$ cat config.mk
export PLATFORM = sky130hd
export DESIGN_NAME = seq_shift_reg
export DESIGN_NICKNAME = d
export VERILOG_FILES = /design/src/rtl/seq_shift_reg.sv
export SDC_FILE = /design/constraint.sdc
export NUM_CORES = 1
export LEC_CHECK = 0
export BUFFER_PORTS_ARGS = -buffer_cell sky130_fd_sc_hd__buf_2
export CAP_MARGIN = 20
export CORE_AREA = 5 5 133 135
export CTS_BUF_LIST = sky130_fd_sc_hd__clkbuf_16
export CTS_CLUSTER_SIZE = 28
export DETAILED_ROUTE_END_ITERATION = 6
export DIE_AREA = 0 0 138 140
export PLACE_DENSITY = 0.53
export SETUP_SLACK_MARGIN = 0.02
export SYNTH_ARGS = -nofsm -noshare
export SYNTH_HDL_FRONTEND = slang
export SYNTH_SLANG_ARGS = --single-unit
$ cat constraint.sdc
create_clock -name clock -period 2.66 [get_ports clock]
set_input_delay 0.133 -clock clock [delete_from_list [all_inputs] [get_ports clock]]
set_output_delay 0.133 -clock clock [all_outputs]
set_load 0.01 [all_outputs]
$ cat src/rtl/seq_shift_reg.sv
// seq_shift_reg: multi-cycle shifter (SLL/SRL/SRA/ROL) run by an IDLE/SHIFT/DONE FSM with global enable
module seq_shift_reg #(
    parameter int WIDTH = 64,
    parameter int STEP  = 1,
    parameter int CNT_W = 6
) (
    input  logic             clock,
    input  logic             reset,
    input  logic             ena,
    input  logic             start,
    input  logic [WIDTH-1:0] load_data,
    input  logic [1:0]       mode,
    input  logic [CNT_W-1:0] count,
    input  logic             fill_bit,
    output logic [WIDTH-1:0] out,
    output logic             busy,
    output logic             done
);
    typedef enum logic [1:0] {S_IDLE, S_SHIFT, S_DONE} state_t;

    state_t           r_state, w_state;
    logic [WIDTH-1:0] r_data, w_data, w_shift;
    logic [CNT_W-1:0] r_cnt, w_cnt;
    logic [1:0]       r_mode, w_mode;

    assign w_shift = r_mode == 2'b00 ? {r_data[WIDTH-STEP-1:0], {STEP{fill_bit}}} :
                     r_mode == 2'b01 ? {{STEP{1'b0}}, r_data[WIDTH-1:STEP]} :
                     r_mode == 2'b10 ? {{STEP{r_data[WIDTH-1]}}, r_data[WIDTH-1:STEP]} :
                                       {r_data[WIDTH-STEP-1:0], r_data[WIDTH-1:WIDTH-STEP]};

    assign out  = r_data;
    assign busy = r_state == S_SHIFT;
    assign done = r_state == S_DONE;

    // next-state and datapath; everything holds unless ena is high
    always_comb begin
        w_state = r_state;
        w_data  = r_data;
        w_cnt   = r_cnt;
        w_mode  = r_mode;
        if (ena) begin
            case (r_state)
                S_IDLE: if (start) begin
                    w_data  = load_data;
                    w_mode  = mode;
                    w_cnt   = count;
                    w_state = count != '0 ? S_SHIFT : S_DONE;
                end
                S_SHIFT: begin
                    w_data  = w_shift;
                    w_cnt   = r_cnt - 1'b1;
                    w_state = r_cnt == CNT_W'(1) ? S_DONE : S_SHIFT;
                end
                default: w_state = S_IDLE;
            endcase
        end
    end

    // state registers with asynchronous clear
    always_ff @(posedge clock or posedge reset) begin
        if (reset) begin
            r_state <= S_IDLE;
            r_data  <= '0;
            r_cnt   <= '0;
            r_mode  <= 2'b00;
        end else begin
            r_state <= w_state;
            r_data  <= w_data;
            r_cnt   <= w_cnt;
            r_mode  <= w_mode;
        end
    end
endmodule

---- After elaboration in Yosys (flattened, before gate mapping) ----
Cells that the tools add are included.
storage, ports and cells
  register bits ........................... 74
  word-level logic and storage cells ...... 32
cells by class
  $add $sub $neg .......................... 1
  eq/ne operators ......................... 7
  mux-type cells .......................... 11
  reduce and logical (&&, ||, !) cells .... 8
operators with widths
  cell                                                                    number
  64-bit two-way mux                                                      4
  64-bit case mux with 2 select lines                                     1
  6-bit case mux with 2 select lines                                      1
  6-bit by 1-bit equality test with 1-bit output (second input constant)  1
  2-bit two-way mux                                                       3
  6-bit two-way mux                                                       1
  3-bit AND reduction                                                     2
  6-bit nonzero test                                                      1
  6-bit by 1-bit subtractor with 6-bit output (second input constant)     1
  2-bit by 1-bit equality test with 1-bit output (second input constant)  2
  2-bit equality test (second input constant)                             2
  2-bit zero test                                                         2
  4-bit inequality test (second input constant)                           1
  2-bit case mux with 2 select lines                                      1
  4-bit AND reduction                                                     1
  2-bit inequality test (second input constant)                           1
  2-bit AND reduction                                                     1
  2-bit nonzero test                                                      1

---- Depth between registers and ports, before layout ----
  depth in word-level cells ............... 5
  mapped depth ............................ 7
  gate-level depth less buffers ........... 5

---- Worst setup path before layout ----
No wires, ideal clock.
  path kind ............................... register to register
  start point ............................. reg r_mode[1]
  end point ............................... reg r_data[10], in the netlist out[10]
  arrival time ............................ 1681 ps
  slack ................................... 855 ps
  cell stages (with the launch flop) ...... 6
  buffers on the path ..................... 1
  clock period less this slack ............ 1805 ps
  cell sequence ........................... dfrtp_1 -> xnor2_2 -> buf_6 -> mux2_4 -> a221oi_2 -> nor2_1
on the way
  cells in the longest elaborated chain, start to end .. 5
RTL lines
  what                                   line  RTL
  start: declaration                     24    logic [1:0] r_mode, w_mode;
  start signal: assignment               70    r_mode <= w_mode;
  2-bit equality test                    28    r_mode == 2'b10 ? {{STEP{r_data[WIDTH-1]}}, r_data[WIDTH-1:STEP]} :
  64-bit two-way mux                     28
  64-bit two-way mux                     27    r_mode == 2'b01 ? {{STEP{1'b0}}, r_data[WIDTH-1:STEP]} :
  64-bit two-way mux *                   26    assign w_shift = r_mode == 2'b00 ? {r_data[WIDTH-STEP-1:0], {STEP{fill_bit}}} :
  64-bit case mux with 2 select lines *  42    case (r_state)
  end signal: assignment                 68    r_data <= w_data;
  end: declaration                       22    logic [WIDTH-1:0] r_data, w_data, w_shift;
Mark *: on every way between the ends. The rest lies on a longest branch, timed or not. The select of a mux whose other input is x is not followed.
A chain may end at the register's enable or synchronous reset.

---- Worst setup path after layout ----
  start point ............................. reg r_state[0]
  end point ............................... reg r_cnt[4]
on the way
  cells in the longest elaborated chain, start to end .. 3
RTL lines
  what                                                                                      line  RTL
  start: declaration                                                                        21    state_t r_state, w_state;
  start signal: assignment                                                                  67    r_state <= w_state;
  2-bit by 1-bit equality test with 1-bit output / 2-bit zero test (equally long branches)  42
  2-bit nonzero test (no line) / 2-bit inequality test (equally long branches)              n/a
  3-bit AND reduction (no line)                                                             n/a
  end signal: assignment                                                                    69    r_cnt <= w_cnt;
  end: declaration                                                                          23    logic [CNT_W-1:0] r_cnt, w_cnt;
Parallel ways exist; a longest one is shown, timed or not.

==> summary by stage <==
Place
At the end of routability-driven placement, the weighted congestion stood at around 0.8. In this run the tool buffered the top-level ports with around 140 buffer cells. The worst-case setup slack after placement is roughly 0.45 ns. Summing all placed instances gives a cell area of 5770 um2. Detailed placement finished with a half-perimeter wire length of between 9000 and 10000 um.

Power
Overall power consumption after layout is estimated at between 0.008 and 0.009 W. The internal power component is between 0.004 and 0.005 W. The clock share of power is about 13%. In this run the power density over the cells is ~1400 nW/um2. Of the total power, the share spent switching nets is between 40 and 50%. For this design the total switching power over the nets is approximately 0.0034 W. In this run, flip-flops and latches consume between 20 and 30% of the power. The largest voltage drop on the vdd net is just over 0.5 mV.

The reported leakage power is ~2.6 nW. The combinational fraction of design power is 60.4%.

Yosys
The number of enable flip-flop cells after synthesis is 0. The unique cell type count in the Yosys netlist is 36. The synthesized-area fraction occupied by adder cells is less than 1%.

The count of synthesis-stage warnings from yosys is 0. Summing the areas of all compound-gate instances in the mapped netlist gives 22.2% of the synthesized area. Counting instances in the post-synthesis netlist gives the leading cell types as nor2_1 (128), dfrtp_1 (74), a221oi_2 (59), mux2_4 (59), clkbuf_1 (16). The post-synthesis net count is ~510. By area the synthesized netlist is led by dfrtp_1 (39%), a221oi_2 (19%), mux2_4 (19%). The mux cell area share after synthesis is 20.6%. The area share of the largest cell type after synthesis is between 30% and 40%. Counting flops with an async set or reset pin after synthesis yields a share of between 90% and 100%. The total standard cell area after synthesis is between 4000 and 5000 um2. The total of flip-flops plus latches after synthesis is 74. The synthesized-area fraction occupied by and/or/nand/nor cells is approximately an eighth. In the synthesized netlist the dominant register cell turns out to be dfrtp_1. The most repeated cell in the gate-level netlist after synthesis is nor2_1. The cell type with the highest aggregate area in the netlist is dfrtp_1. The fraction of synthesized cell area in xor and xnor cells is less than 1%. After synthesis, the largest family of logic cells by area is compound AO/OA/AOI/OAI gates. The mean post-synth cell area is between 10 and 15 um2.

The fraction of the yosys area taken by sequential cells is about two fifths. The instance count of the mapped netlist is 429.

Setup path
For the worst setup path, the data arrival time is roughly 2.4 ns. The delay of the slowest cell on the worst path is slightly above 0.8 ns. The critical path goes through o21ai_4 -> buf_12 -> a21oi_1 -> a2bb2oi_1. The critical path data required time is 2.85 ns.

The worst-path maximum fanout is 48. The critical path is of the register to register type. The master of the slowest instance on the critical path is o21ai_4. STA classifies the critical path startpoint as a register. STA classifies the critical path endpoint as a register.

Detailed routing
After detailed routing, the number of vias per cell comes to between 4 and 5. For this run, the detailed router's first-pass iteration total came to 4. The routed wirelength normalized by instance count is roughly 18 um.

In this run the remaining antenna-violating nets after routing total 0. The routed design has about 14000 um of wire. For this block, the via count after detailed routing is roughly 3800. After detailed routing, the number of remaining DRC violations is 0. For this block, the initial DRC count from the detailed router was about 140.

Floorplanning
The area of the placeable core is 16300 um2. For this design the top-level I/O count stands at roughly 140. The overall die area is around 19000 um2.

The effective utilization at floorplan is about 29%. The die outline width is 138 um. In this run the core area contains 47 standard-cell rows. From bottom edge to top edge, the die measures 140 um.

Timing
The setup total negative slack is 0 ns. The maximum frequency from static timing analysis is 459 MHz. Setup repair after global routing left no endpoint under its margin.

The number of hold-slack violations in the final timing report is 0. The setup clock skew after layout is around 0.009 ns. The worst path in the final design needs a cycle of between 2 and 2.5 ns, including I/O delays and setup. The count of final max-slew check failures is 0. Setup slack closes at between 0.4 and 0.5 ns. The actual transition at the worst max-transition pin is roughly 0.93 ns. Measured against its own limit, the worst slew margin works out to a little under two fifths. Setup violations remaining at the end of the flow were counted as 0. The final critical-path share of the clock period is just over 80%.

GRT
The via count of the first global-routing pass is 4032. The first global-routing pass estimated 22300 um of wire. The number of antenna violations at the first check in global routing came to 0. The overall global routing resource usage is between 10 and 15%.

The largest net degree at the start of global routing is 49. The total overflow left after global routing is 0.

Clocking
Clock tree synthesis found a total of between 70 and 80 sinks. TritonCTS built the clock tree. The clock passes through at most 2 buffers. CTS built an H-tree with a depth of 3. The clock transition at the registers of the reported paths is ~0.060 ns. Counting the buffers created by CTS gives 9. The clock reaches the later pin of the worst-skew pair after roughly 0.33 ns.

The clock root buffer is clkbuf_16.

Finish
Relative to the synthesized area, the layout overhead comes to 26.2%. The final cell area excluding filler cells is 6030 um2. The net count of the finished layout is roughly 640. Of the cells placed in the final design, the portion with a size suffix greater than 1 is 52.9%.

0 antenna diodes ended up in the layout.

Hold path
The worst hold-check path type is primary input to register.

Flow run
Max-cap violations in this run came to 0.

Status
The flow ran to the end, and the final reports show no timing, DRC or antenna violations.
[placed cells by master, fill, tap and decap left out, drive strengths merged, types with 3 or more instances in the layout]
master  netlist  layout
nor3          3       3
o21ai         9       9
clkinv        0       8
nand2b        4       4
mux2         66      66
nand3         4       4
a21oi         4       4
a221oi       62      62
nor2        128     128
inv           8       6
nand2         7       7
clkbuf       16       9
dfrtp        74      74
a31oi         3       3
buf          21     155
[critical path, delay by kind of cell, from the launching register on]
family / cells / cell delay (ns)
flops: 1 / 0.55
buf+inv: 1 / 0.36
compound gates: 3 / 1.04
[state kept, by name (all words and copies together), names as in the netlist]
| register | cells |
|---|---|
| r_mode | 2 |
| r_cnt | 6 |
| r_state | 2 |
| out | 64 |
[timing repair]
| item | CTS | global route |
|---|---|---|
| hold buffers | 1 | 0 |
| resized for setup | 0 | 0 |
| buffers inserted | 0 | 0 |
| hold endpoints to repair | 22 | 0 |
[final timing paths]
kind	startpoint	endpoint	slack (ns)	cells past startpoint
worst max-delay path	r_state[0]$_DFFE_PP0P_	r_cnt[4]$_DFFE_PP0P_	0.48	4
worst min-delay path	mode[0]	r_mode[0]$_DFFE_PP0P_	0.03	2
worst max register to register	r_state[0]$_DFFE_PP0P_	r_cnt[4]$_DFFE_PP0P_	0.48	4
worst min register to register	out[57]$_DFFE_PP0P_	out[57]$_DFFE_PP0P_	0.56	2
max in group asynchronous	reset	out[39]$_DFFE_PP0P_	1.57	4
min in group asynchronous	reset	out[28]$_DFFE_PP0P_	0.34	3
[power by group through the flow]
stage	Combinational (W)	Sequential [W]	Clock, W
5_1_grt	0.00548	0.00234	0.00116
3_5_place_dp	0.00512	0.00227	0
2_1_floorplan	0.00382	0.00229	0
3_3_place_gp	0.00502	0.00224	0
4_1_cts	0.00513	0.00226	0.00113
6_report	0.00507	0.00225	0.00108
[cell type report]
class | count | area, um2
well taps | 220 | 275
fillers | 1702 | 10300
inverters | 8 | 33.8
multi-input cells | 310 | 2720
flip-flops and latches | 74 | 1850
clock inverters | 6 | 26.3
repair buffers | 156 | 893
clock buffers | 9 | 225
[cells by family after synthesis]
group	after synthesis
AND/OR/NAND/NOR	153
AO/OA/AOI/OAI	86
flip-flops	74
multiplexers	68
buffers and inverters	45
adder cells (fa/ha/maj)	2
XOR/XNOR	1
[layer usage]
metal / GRT usage, % / share of wire, %
met5: 0 / 0
met4: 4.26 / 1.1
met3: 2.69 / 4.2
met2: 23.0 / 49
met1: 18.8 / 46
[stage by stage]
stage / hold slack, ns / cells / utilization [%]
floorplan: 0.277 / 429 / -
global placement: 0.153 / 767 / 35.3
detailed placement: 0.159 / 767 / 35.3
CTS: 0.0120 / 783 / 36.9
global route: 0.0253 / 783 / 36.9
finish: 0.0317 / 783 / 36.9
No activity file was read; power rests on OpenSTA's default activity.
